<file path="config.mk">
export PLATFORM = sky130hd
export DESIGN_NAME = maquina_estados_param
export DESIGN_NICKNAME = d
export VERILOG_FILES = /design/src/rtl/maquina_estados_param.sv
export SDC_FILE = /design/constraint.sdc
export NUM_CORES = 1
export LEC_CHECK = 0
export ABC_AREA = 1
export BUFFER_PORTS_ARGS = -buffer_cell sky130_fd_sc_hd__buf_4
export CORE_ASPECT_RATIO = 0.8
export CORE_MARGIN = 2
export CORE_UTILIZATION = 55
export CTS_CLUSTER_SIZE = 20
export DETAILED_ROUTE_END_ITERATION = 10
export PLACE_DENSITY = 0.88
export SYNTH_ARGS = -nofsm -noshare
export SYNTH_HDL_FRONTEND = slang
export SYNTH_SLANG_ARGS = --single-unit
</file>
<file path="constraint.sdc">
create_clock -name clk -period 4 [get_ports clk]
set_input_delay 0.2 -clock clk [delete_from_list [all_inputs] [get_ports clk]]
set_output_delay 0.2 -clock clk [all_outputs]
set_load 0.005 [all_outputs]
</file>
<file path="src/rtl/maquina_estados_param.sv">
// Plant-state FSM: classifies need levels into a candidate, commits it after PERSIST agreeing ticks.
// Rest forces DORMIDA, a committed MUERTE latches until revive; cambio flags every estado change.
module maquina_estados_param #(
  parameter int N_NEEDS = 5,
  parameter int W       = 3,
  parameter int T_LOW   = 5,
  parameter int T_SICK  = 3,
  parameter int N_SICK  = 3,
  parameter int N_LOW   = 2,
  parameter int PERSIST = 4
) (
  input  logic                 clk,
  input  logic                 rst,
  input  logic                 tick,
  input  logic [N_NEEDS*W-1:0] needs,
  input  logic                 reposando,
  input  logic                 revive,
  output logic [3:0]           estado,
  output logic [2:0]           carencia_idx,
  output logic                 muerta,
  output logic                 cambio
);

  localparam logic [3:0] BIEN         = 4'd0;
  localparam logic [3:0] EXCELENTE    = 4'd1;
  localparam logic [3:0] INSOLADO     = 4'd2;
  localparam logic [3:0] DORMIDA      = 4'd3;
  localparam logic [3:0] DESNUTRIDA   = 4'd4;
  localparam logic [3:0] DESHIDRATADA = 4'd5;
  localparam logic [3:0] DESCUIDADA   = 4'd6;
  localparam logic [3:0] REMONTADA    = 4'd7;
  localparam logic [3:0] DESOLADA     = 4'd8;
  localparam logic [3:0] MUERTE       = 4'd9;
  localparam logic [3:0] CARENCIA_EXT = 4'd10;

  localparam logic [W-1:0] MAXV = '1;
  localparam logic [3:0]   PMAX = 4'(PERSIST);

  logic [3:0]   estado_q, estado_d;
  logic [3:0]   pend_q, pend_d;
  logic [3:0]   cnt_q, cnt_d, cnt_nx;
  logic [2:0]   idx_q, idx_d;
  logic         muerta_q, muerta_d;
  logic         cambio_q, cambio_d;

  logic [3:0]   low_cnt, sick_cnt, cand;
  logic [2:0]   low_idx;
  logic         any_low, all_max;
  logic [W-1:0] nv;

  function automatic logic [3:0] def_code(input logic [2:0] idx);
    case (idx)
      3'd0:    def_code = DESNUTRIDA;
      3'd1:    def_code = DESHIDRATADA;
      3'd2:    def_code = REMONTADA;
      3'd3:    def_code = DESCUIDADA;
      3'd4:    def_code = INSOLADO;
      default: def_code = CARENCIA_EXT;
    endcase
  endfunction

  // Descending scan so the last hit recorded is the lowest-numbered low need.
  always_comb begin
    low_cnt  = '0;
    sick_cnt = '0;
    low_idx  = '0;
    any_low  = 1'b0;
    all_max  = 1'b1;
    nv       = '0;
    for (int i = N_NEEDS - 1; i >= 0; i--) begin
      nv = needs[i*W +: W];
      if (32'(nv) < T_LOW) begin
        low_cnt += 4'd1;
        low_idx  = 3'(i);
        any_low  = 1'b1;
      end
      if (32'(nv) < T_SICK) sick_cnt += 4'd1;
      if (nv != MAXV) all_max = 1'b0;
    end
    cand = BIEN;
    if (32'(sick_cnt) >= N_SICK)    cand = DESOLADA;
    else if (32'(low_cnt) >= N_LOW) cand = MUERTE;
    else if (any_low)               cand = def_code(low_idx);
    else if (all_max)               cand = EXCELENTE;
  end

  always_ff @(posedge clk or posedge rst) begin
    if (rst) begin
      estado_q <= BIEN;
      pend_q   <= BIEN;
      cnt_q    <= '0;
      idx_q    <= '0;
      muerta_q <= 1'b0;
      cambio_q <= 1'b0;
    end else begin
      estado_q <= estado_d;
      pend_q   <= pend_d;
      cnt_q    <= cnt_d;
      idx_q    <= idx_d;
      muerta_q <= muerta_d;
      cambio_q <= cambio_d;
    end
  end

  always_comb begin
    estado_d = estado_q;
    pend_d   = pend_q;
    cnt_d    = cnt_q;
    muerta_d = muerta_q;
    idx_d    = idx_q;
    cnt_nx   = '0;
    if (tick) idx_d = low_idx;
    if (revive) begin
      estado_d = BIEN;
      muerta_d = 1'b0;
      pend_d   = BIEN;
      cnt_d    = '0;
    end else if (!muerta_q) begin
      if (reposando) begin
        estado_d = DORMIDA;
        pend_d   = BIEN;
        cnt_d    = '0;
      end else if (tick) begin
        if (cand == pend_q) cnt_nx = (cnt_q >= PMAX) ? PMAX : cnt_q + 4'd1;
        else                cnt_nx = 4'd1;
        pend_d = cand;
        cnt_d  = cnt_nx;
        if (cnt_nx == PMAX && estado_q != cand) begin
          estado_d = cand;
          if (cand == MUERTE) muerta_d = 1'b1;
        end
      end
    end
    cambio_d = (estado_d != estado_q);
  end

  always_comb begin
    estado       = estado_q;
    carencia_idx = idx_q;
    muerta       = muerta_q;
    cambio       = cambio_q;
  end

endmodule

</file>
==> impl_metrics.py, run 1 <==
metrics = {
    "status": {
        "status": "finished, final reports clean",
    },
    "synthesis": {
        "yosysSeqAreaShare_pct": 23.5,
        "synth_top_area_share_pct": 23.5,
        "synthCells": 278,
        "syn-cell-area_sq_mm": 0.00181,
        "avgSynthCellArea_sq_um": 6.50,
        "yosys-top-cells-area": "dfrtp_1, nand2_1, inv_1",
        "synth_seq_cells": 17,
        "synth_cell_types": 27,
        "synth_largest_area_cell": "dfrtp_1",
        "syn_nets": 307,
        "synth_warnings": 0,
    },
    "die": {
        "die-width_microns": 68.1,
        "die_y_microns": 55.3,
        "core.rowCount": 18,
        "core_area_sq_mm": 0.00311,
        "start_util_pct": 58.2,
        "io_pins": 29,
        "dieArea_sq_mm": 0.00376,
    },
    "power_and_ir_drop": {
        "p_leak_uw": 0.00117,
        "comb_power_share_pct": 45.2,
        "clkPwrFrac_pct": 23.0,
        "p_switching_uw": 232,
        "seqPwrFrac_pct": 31.8,
        "power_density_mw_per_mm2": 272,
        "max-vdd-ir-drop_v": 0.000226,
        "switching_share_pct": 40.3,
        "internal-power_uw": 345,
    },
    "route": {
        "final_antenna_net_count": 0,
        "drc": 0,
        "dr.pass1.iters": 4,
        "wl_per_cell_microns": 11.4,
        "vias": 1822,
        "drtIter0Drc": 85,
        "routed_via_density": 5.21,
        "wl_mm": 4.00,
    },
    "layout": {
        "layout_commonest_cell": "nand2_1",
        "regArea_sq_um": 425,
        "layout-drive-gt1-share_pct": 27.7,
        "n_fill_cell": 256,
        "layout.nets": 340,
        "mostFrequentLayoutCells": "nand2_1, inv_1, buf_4",
        "multi_input_area_sq_mm": 0.00117,
        "synthToLayoutAreaGrowth_pct": 17.2,
        "utilization_pct": 68.2,
        "diodes": 0,
        "design_area_sq_mm": 0.00212,
    },
    "setup_path": {
        "critPathCaptureType": "flop",
        "startpoint_type": "input pin",
        "rr_endpoint": "cambio$_DFF_PP0_",
        "slowest_stage": "ha_1",
        "cp_common_cell": "nand2_1",
        "worstSetupPathType": "in2reg",
        "cp_top_family": "simple AND/OR/NAND/NOR gates",
        "max_stage_delay_ns": 0.36,
        "critPathArrivalTime_ns": 3.63,
        "reg2reg_slack_ns": 2.25,
        "reg2reg_depth": 11,
        "crit_required_ns": 4.15,
        "critPathMaxFanout": 7,
        "reg2reg_from": "cnt_q[0]$_DFFE_PP0P_",
        "crit_buf_inv": 7,
    },
    "worst_hold_path": {
        "hp-class": "in2async",
    },
    "global_routing": {
        "grt_pass1_wl_mm": 6.82,
        "grt_pass1_vias": 1631,
        "grt-ovfl-total": 0,
        "grt_max_degree": 18,
        "antenna_found_initial": 0,
        "grt_usage_pct": 22.8,
    },
    "sta": {
        "period_share_pct": 87.0,
        "slew_headroom_pct": 57.5,
        "finalCriticalPeriod_ns": 3.48,
        "finalSetupViolations": 0,
        "timing.fmax_mhz": 288,
        "worst_pin_slew_ns": 0.637,
        "finalHoldViolCount": 0,
        "hold_ws_ns": 0.0260,
        "finalClockSkew_ns": 0.00250,
        "worst_slack_ns": 0.522,
        "rsz0062_at_grt": "false",
        "drv_slew": 0,
        "tns_ns": 0,
    },
    "clock_network": {
        "cts.sinks": 17,
        "htree_num_levels": 1,
        "cts_resized": 0,
        "cts_root_buffer": "clkbuf_8",
        "postCtsSetupBuffers": 0,
        "path_clk_slew_ns": 0.07,
        "cts_tree": "built",
        "cts_made_buffers": 3,
        "worstSkewPairLatency_ns": 0.26,
        "ctsHoldBuffers": 0,
        "cts_max_path_buffers": 2,
    },
    "place": {
        "io_buffers": 28,
        "gp_congestion": 0.919,
        "dpl-instance-area_sq_mm": 0.00207,
        "dpl.hpwl_mm": 3.28,
        "place_ws_ns": 0.228,
    },
    "run": {
        "drv_cap": 0,
    },
}
## worst max path at each step
stage | slack [ns] | to | start | cells after the start
global placement | 0.34 | cambio$_DFF_PP0_ | needs[14] | 28
global route | 0.06 | cambio$_DFF_PP0_ | needs[14] | 31
floorplan | 0.72 | cambio$_DFF_PP0_ | needs[14] | 25
finish | 0.52 | cambio$_DFF_PP0_ | needs[14] | 31
detailed placement | 0.23 | cambio$_DFF_PP0_ | needs[14] | 31
CTS | 0.44 | cambio$_DFF_PP0_ | needs[14] | 31
## Yosys cell counts, drive strengths merged
master,n
and2,3
nand2,92
inv,55
nand3,32
nand4,10
nor3,2
nor2,30
clkinv,1
ha,9
o32ai,1
o211ai,1
o21ai,12
a21oi,4
a31oi,1
dfrtp,17
o22ai,6
nor4,2
## registers in the layout, summed over array words and instances (netlist names)
name	count
estado	4
pend_q	4
cambio	1
carencia_idx	3
muerta	1
cnt_q	4
## through the flow
stage               instances  power (uW)
detailed placement        346         445
finish                    350         577
global route              350         620
global placement          346         438
floorplan                 278         384
CTS                       350         578
## layer usage
layer,vias up,part of all wire [%],GRT usage [%]
met5,-,0,0
met4,0,0.30,2.86
met1,814,49,34.2
met2,50,44,34.7
met3,4,6.0,4.68
li1,954,-,-
## logic make-up after synthesis
family	count (synthesis)	synth area share, %
flip-flops	17	23.5
buffers and inverters	56	11.6
AO/OA/AOI/OAI	25	8.58
adder cells (fa/ha/maj)	9	6.23
AND/OR/NAND/NOR	171	50.0
## power by group through the flow
stage          combinational [uW]  sequential, uW  clock (uW)
6_report                      261             184         132
5_1_grt                       292             184         144
4_1_cts                       261             184         134
3_5_place_dp                  258             187           0
3_3_place_gp                  251             187           0
2_1_floorplan                 198             186           0
## worst reg2reg max path, cell delays in order, from the launching register on
cell and delay [ns]:
dfrtp_1 0.39, ha_1 0.31, nand2_1 0.10, nand3_1 0.08, inv_1 0.16, nand3_2 0.13
nand2_1 0.08, nand3_1 0.09, nand4_1 0.09, nand2_1 0.07, nor2_1 0.09, nand2_1 0.05
## area by class of cell
cell class                 count  area share, %
timing repair buffer          28           9.92
inverter                      56           9.92
clock inverter                 1          0.354
multi-input combinational    205           55.4
sequential                    17           20.1
tap                           40           2.36
clock buffer                   3           1.95
Power figures use the tool's default switching activity.
==> inputs of run 2 (changes only) <==
--- a/config.mk
+++ b/config.mk
@@ -5,14 +5,14 @@
 export SDC_FILE = /design/constraint.sdc
 export NUM_CORES = 1
 export LEC_CHECK = 0
-export ABC_AREA = 1
+export ABC_AREA = 0
 export BUFFER_PORTS_ARGS = -buffer_cell sky130_fd_sc_hd__buf_4
 export CORE_ASPECT_RATIO = 0.8
 export CORE_MARGIN = 2
 export CORE_UTILIZATION = 55
 export CTS_CLUSTER_SIZE = 20
 export DETAILED_ROUTE_END_ITERATION = 10
-export PLACE_DENSITY = 0.88
+export PLACE_DENSITY = 0.89
 export SYNTH_ARGS = -nofsm -noshare
 export SYNTH_HDL_FRONTEND = slang
 export SYNTH_SLANG_ARGS = --single-unit
==> impl_metrics.py, run 2 <==
metrics = {
    "synthesis": {
        "synth_seq_cells": 17,
        "synth_largest_area_cell": "dfrtp_1",
        "async_reset_ff_share_pct": 100,
        "synth_cell_types": 60,
        "synth_warnings": 0,
        "synth_edf_count": 0,
        "avgSynthCellArea_sq_um": 8.41,
        "syn-cell-area_sq_mm": 0.00165,
        "synth.most_common_cell": "nand2_1",
        "synth_top_area_share_pct": 25.8,
        "ys_dominant_reg_cell": "dfrtp_1",
        "syn_nets": 225,
        "synthCells": 196,
        "synth_common_cells": "nand2_1, dfrtp_1, nor2_1, inv_1, nor3_1",
        "yosys-top-cells-area": "dfrtp_1, ha_1, nand2_1",
        "yosysSeqAreaShare_pct": 25.8,
    },
    "setup_path": {
        "worstSetupPathType": "in2reg",
        "slowest_stage": "or3_1",
        "critPathMaxFanout": 8,
        "max_stage_delay_ns": 0.48,
        "cp_cell_sequence": "buf_4, o21a_4, ha_1, xnor2_1, ha_1, nand2_1, o31ai_2, ha_1, or3_1, a21oi_1, o21ai_0, o21ai_2, nand4_4, or3_1, a311o_1",
        "startpoint_type": "input pin",
        "crit_required_ns": 4.14,
        "reg2reg_slack_ns": 1.99,
        "cp_common_cell": "ha_1",
        "reg2reg_depth": 6,
        "critPathArrivalTime_ns": 3.94,
        "cp-startpoint": "needs[10]",
        "rr_endpoint": "estado[2]$_DFF_PP0_",
        "reg2reg_from": "cnt_q[0]$_DFFE_PP0P_",
        "critPathCaptureType": "flop",
    },
    "clock_network": {
        "cts_root_buffer": "clkbuf_8",
        "htree_num_levels": 1,
        "worstSkewPairLatency_ns": 0.26,
        "path_clk_slew_ns": 0.07,
        "cts_max_path_buffers": 2,
        "cts_resized": 0,
        "ctsHoldBuffers": 0,
        "postCtsSetupBuffers": 0,
        "cts.sinks": 17,
        "cts_tree": "built",
        "cts_made_buffers": 3,
    },
    "die": {
        "die_y_microns": 53.0,
        "io_pins": 29,
        "start_util_pct": 58.7,
        "dieArea_sq_mm": 0.00345,
        "core.rowCount": 17,
        "core_area_sq_mm": 0.00281,
        "die-width_microns": 65.2,
    },
    "layout": {
        "layout.nets": 255,
        "mostFrequentLayoutCells": "buf_4, nand2_1, nor2_1, dfrtp_1, inv_1",
        "synthToLayoutAreaGrowth_pct": 17.7,
        "layout-drive-gt1-share_pct": 23.1,
        "diodes": 0,
        "layout_commonest_cell": "buf_4",
    },
    "route": {
        "wl_per_cell_microns": 15.2,
        "route.met3.wl_microns": 293,
        "routed.top_layer": "met4",
        "drc": 0,
        "final_antenna_net_count": 0,
        "vias": 1631,
        "drtIter0Drc": 135,
        "dr.pass1.iters": 4,
        "wl_mm": 4.00,
        "routed-wl-met2_mm": 1.77,
        "wl_met1_mm": 1.90,
        "routed_via_density": 6.20,
    },
    "sta": {
        "worst_pin_slew_ns": 0.646,
        "tns_ns": 0,
        "finalHoldViolCount": 0,
        "finalCriticalPeriod_ns": 3.80,
        "period_share_pct": 95.0,
        "drv_slew": 0,
        "finalClockSkew_ns": 0.00445,
        "worst_slack_ns": 0.201,
        "finalSetupViolations": 0,
        "rsz0062_at_grt": "false",
        "slew_headroom_pct": 56.9,
        "timing.fmax_mhz": 263,
    },
    "place": {
        "place_ws_ns": 0.0120,
        "gp_congestion": 0.858,
        "io_buffers": 28,
        "dpl.hpwl_mm": 3.01,
    },
    "global_routing": {
        "grt_usage_pct": 25.3,
        "grt_max_degree": 18,
        "antenna_found_initial": 0,
        "grt_pass1_vias": 1497,
        "grt-ovfl-total": 0,
        "grt_pass1_wl_mm": 6.79,
    },
    "power_and_ir_drop": {
        "power_density_mw_per_mm2": 303,
        "p_leak_uw": 0.000865,
        "max-vdd-ir-drop_v": 0.000168,
    },
    "run": {
        "drv_cap": 0,
    },
    "worst_hold_path": {
        "hp-class": "in2async",
    },
    "status": {
        "status": "finished, final reports clean",
    },
}
[run 2: worst max-delay path by stage]
stage,end,slack [ns]
floorplan,estado[2]$_DFF_PP0_,0.37
global placement,estado[2]$_DFF_PP0_,0.12
detailed placement,estado[2]$_DFF_PP0_,0.01
CTS,estado[2]$_DFF_PP0_,0.24
global route,estado[2]$_DFF_PP0_,0.004
finish,estado[2]$_DFF_PP0_,0.20
[run 2: power breakdown]
| part | internal (uW) | switching [uW] |
|---|---|---|
| Clock | 69.3 | 62.8 |
| Sequential | 179 | 6.94 |
| Combinational | 113 | 156 |
| Total | 361 | 226 |
[run 2: routing by layer]
metal / vias up / GRT usage (%)
li1: 807 / -
met5: - / 0
met4: 0 / 4.51
met1: 757 / 36.8
met2: 62 / 40.3
met3: 5 / 3.83
[run 2: final cells by class]
class                   count  area, sq um
clock buffers               3         41.3
clock inverters             1         5.00
fillers                   245          868
inverters                  14         57.6
multi-input cells         160         1140
flip-flops and latches     17          425
well taps                  38         47.5
repair buffers             30          225
[run 2: logic make-up after synthesis]
group,share of synthesized area [%]
AND/OR/NAND/NOR,26.0
XOR/XNOR,4.56
flip-flops,25.8
multiplexers,1.90
AO/OA/AOI/OAI,29.8
adder cells (fa/ha/maj),6.83
buffers and inverters,5.16
[run 2: through the flow]
step / hold slack (ns) / power, uW / cell area, sq um / cells / utilization, %
finish: 0.0266 / 587 / 1940 / 263 / 69.1
detailed placement: 0.333 / 450 / 1890 / 259 / 67.4
CTS: 0.0593 / 583 / 1940 / 263 / 69.1
floorplan: 0.126 / 380 / 1650 / 196 / -
global route: 0.0852 / 629 / 1940 / 263 / 69.1
global placement: 0.329 / 442 / 1890 / 259 / 67.4
[run 2: critical path: cells and delay by family]
kind / cells / cell delay (ns)
AO/OA/AOI/OAI: 6 / 1.37
XOR/XNOR: 1 / 0.25
adder cells (fa/ha/maj): 3 / 0.93
buffers and inverters: 1 / 0.12
AND/OR/NAND/NOR: 4 / 1.07
==> inputs of run 3 (changes only) <==
--- a/config.mk
+++ b/config.mk
@@ -6,13 +6,13 @@
 export NUM_CORES = 1
 export LEC_CHECK = 0
 export ABC_AREA = 0
-export BUFFER_PORTS_ARGS = -buffer_cell sky130_fd_sc_hd__buf_4
+export BUFFER_PORTS_ARGS = -buffer_cell sky130_fd_sc_hd__clkbuf_2
 export CORE_ASPECT_RATIO = 0.8
 export CORE_MARGIN = 2
 export CORE_UTILIZATION = 55
 export CTS_CLUSTER_SIZE = 20
 export DETAILED_ROUTE_END_ITERATION = 10
-export PLACE_DENSITY = 0.89
+export PLACE_DENSITY = 0.8
 export SYNTH_ARGS = -nofsm -noshare
 export SYNTH_HDL_FRONTEND = slang
 export SYNTH_SLANG_ARGS = --single-unit
==> impl_metrics.py, run 3 (same netlist as run 2, synthesis figures left out) <==
metrics = {
    "sta": {
        "finalSetupViolations": 0,
        "rsz0062_at_grt": "false",
        "worst_pin_slew_ns": 0.653,
        "tns_ns": 0,
        "finalClockSkew_ns": 0.00468,
        "finalCriticalPeriod_ns": 3.76,
        "period_share_pct": 93.9,
        "drv_slew": 0,
        "timing.fmax_mhz": 266,
        "slew_headroom_pct": 56.4,
        "finalHoldViolCount": 0,
    },
    "setup_path": {
        "cp_cell_sequence": "clkbuf_2, o21ai_2, ha_1, xnor2_1, ha_1, nand2_1, o31ai_2, ha_1, or3_1, a21oi_1, o21ai_0, o21ai_2, nand4_4, or3_1, a311o_1",
        "reg2reg_slack_ns": 2.00,
        "startpoint_type": "input pin",
        "reg2reg_depth": 6,
        "cp-startpoint": "needs[13]",
        "max_stage_delay_ns": 0.47,
        "worstSetupPathType": "in2reg",
        "critPathMaxFanout": 6,
        "timing.critical_path.to": "estado[2]$_DFF_PP0_",
        "rr_endpoint": "estado[2]$_DFF_PP0_",
        "slowest_stage": "or3_1",
        "cp_common_cell": "ha_1",
        "reg2reg_from": "cnt_q[0]$_DFFE_PP0P_",
        "critPathCaptureType": "flop",
        "crit_required_ns": 4.14,
        "critPathArrivalTime_ns": 3.90,
    },
    "route": {
        "wl_mm": 4.08,
        "final_antenna_net_count": 0,
        "dr.pass1.iters": 5,
        "vias": 1635,
        "drtIter0Drc": 150,
        "wl_per_cell_microns": 15.5,
        "drc": 0,
        "routed_via_density": 6.22,
    },
    "clock_network": {
        "cts_tree": "built",
        "path_clk_slew_ns": 0.07,
        "postCtsSetupBuffers": 0,
        "cts_root_buffer": "clkbuf_8",
        "worstSkewPairLatency_ns": 0.25,
        "cts_resized": 0,
        "cts.sinks": 17,
        "cts_max_path_buffers": 2,
        "htree_num_levels": 1,
        "cts_made_buffers": 3,
        "ctsHoldBuffers": 0,
    },
    "global_routing": {
        "grt_pass1_wl_mm": 7.04,
        "grt_pass1_vias": 1612,
        "grt-ovfl-total": 0,
        "grt_usage_pct": 26.4,
        "antenna_found_initial": 0,
        "grt_max_degree": 18,
    },
    "power_and_ir_drop": {
        "power_density_mw_per_mm2": 313,
        "max-vdd-ir-drop_v": 0.000226,
        "comb_power_share_pct": 46.3,
        "internal-power_uw": 359,
        "p_total_uw": 585,
        "p_switching_uw": 227,
        "switching_share_pct": 38.7,
        "p_leak_uw": 0.000843,
        "seqPwrFrac_pct": 31.8,
        "clkPwrFrac_pct": 22.0,
    },
    "layout": {
        "mostFrequentLayoutCells": "clkbuf_2, nand2_1, nor2_1, dfrtp_1, inv_1",
        "layout_commonest_cell": "clkbuf_2",
        "n_fill_cell": 238,
        "design_area_sq_mm": 0.00187,
        "layout.nets": 255,
        "synthToLayoutAreaGrowth_pct": 13.4,
        "layout-drive-gt1-share_pct": 22.7,
        "diodes": 0,
    },
    "die": {
        "core.rowCount": 17,
        "io_pins": 29,
        "dieArea_sq_mm": 0.00345,
        "core_area_sq_mm": 0.00281,
        "start_util_pct": 58.7,
        "die-width_microns": 65.2,
        "die_y_microns": 53.0,
    },
    "run": {
        "drv_cap": 0,
    },
    "place": {
        "dpl-instance-area_sq_mm": 0.00182,
        "io_buffers": 28,
        "gp_congestion": 0.889,
        "dpl.hpwl_mm": 3.28,
    },
    "status": {
        "status": "finished, final reports clean",
    },
    "worst_hold_path": {
        "hp-class": "in2async",
    },
}
==> run 3: cell count changes in the layout (fill, tap and decap cells not counted) <==
cell	previous run	this run
clkbuf_1	0	1
clkbuf_2	0	28
buf_4	30	2
clkinv_2	1	0
==> run 3: worst min path at each step <==
| stage | from | endpoint | slack, ns | cells after the start |
|---|---|---|---|---|
| after floorplan | rst | cambio$_DFF_PP0_ | 0.13 | 1 |
| after global placement | rst | carencia_idx[2]$_DFFE_PP0P_ | 0.30 | 2 |
| after detailed placement | rst | cambio$_DFF_PP0_ | 0.31 | 2 |
| after CTS | rst | cambio$_DFF_PP0_ | 0.04 | 2 |
| after global routing | rst | carencia_idx[2]$_DFFE_PP0P_ | 0.05 | 2 |
| final | rst | carencia_idx[1]$_DFFE_PP0P_ | 0.006 | 2 |
==> run 3: per-stage QoR <==
step	utilization [%]	hold WS (ns)	cells	worst slack, ns
2_1_floorplan	-	0.126	196	0.366
3_3_place_gp	64.9	0.299	259	0.172
3_5_place_dp	64.9	0.309	259	0.0108
4_1_cts	66.5	0.0401	263	0.267
5_1_grt	66.5	0.0480	263	0.0277
6_report	66.5	0.00580	263	0.244
==> run 3: layout make-up <==
cell class	count	area, sq um	share of cell area, %
clock buffer	4	45.0	2.41
inverter	14	57.6	3.08
multi-input combinational	160	1140	60.9
sequential	17	425	22.8
tap	38	47.5	2.55
timing repair buffer	30	155	8.31
==> run 3: layer usage <==
layer  track usage, %  wire, microns  up-vias  part of all wire [%]
met1             33.7           1870      766                    46
met5                0              0        -                     0
li1                 -              -      813                     -
met2             47.1           1970       52                    48
met4             6.94             22        0                  0.54
met3             4.04            212        4                   5.2
==> run 3: critical path, delay by kind of cell <==
family	cells	cell delay, ns
AO/OA/AOI/OAI	6	1.38
XOR/XNOR	1	0.25
adder cells (fa/ha/maj)	3	0.91
buffers and inverters	1	0.11
AND/OR/NAND/NOR	4	1.04
==> run 3: power groups by stage <==
stage                     Clock, uW  Combinational, uW  Sequential [uW]
after floorplan                   0                193              188
after global placement            0                250              188
after detailed placement          0                264              189
after CTS                       130                266              186
after global routing            139                298              187
final                           129                271              186
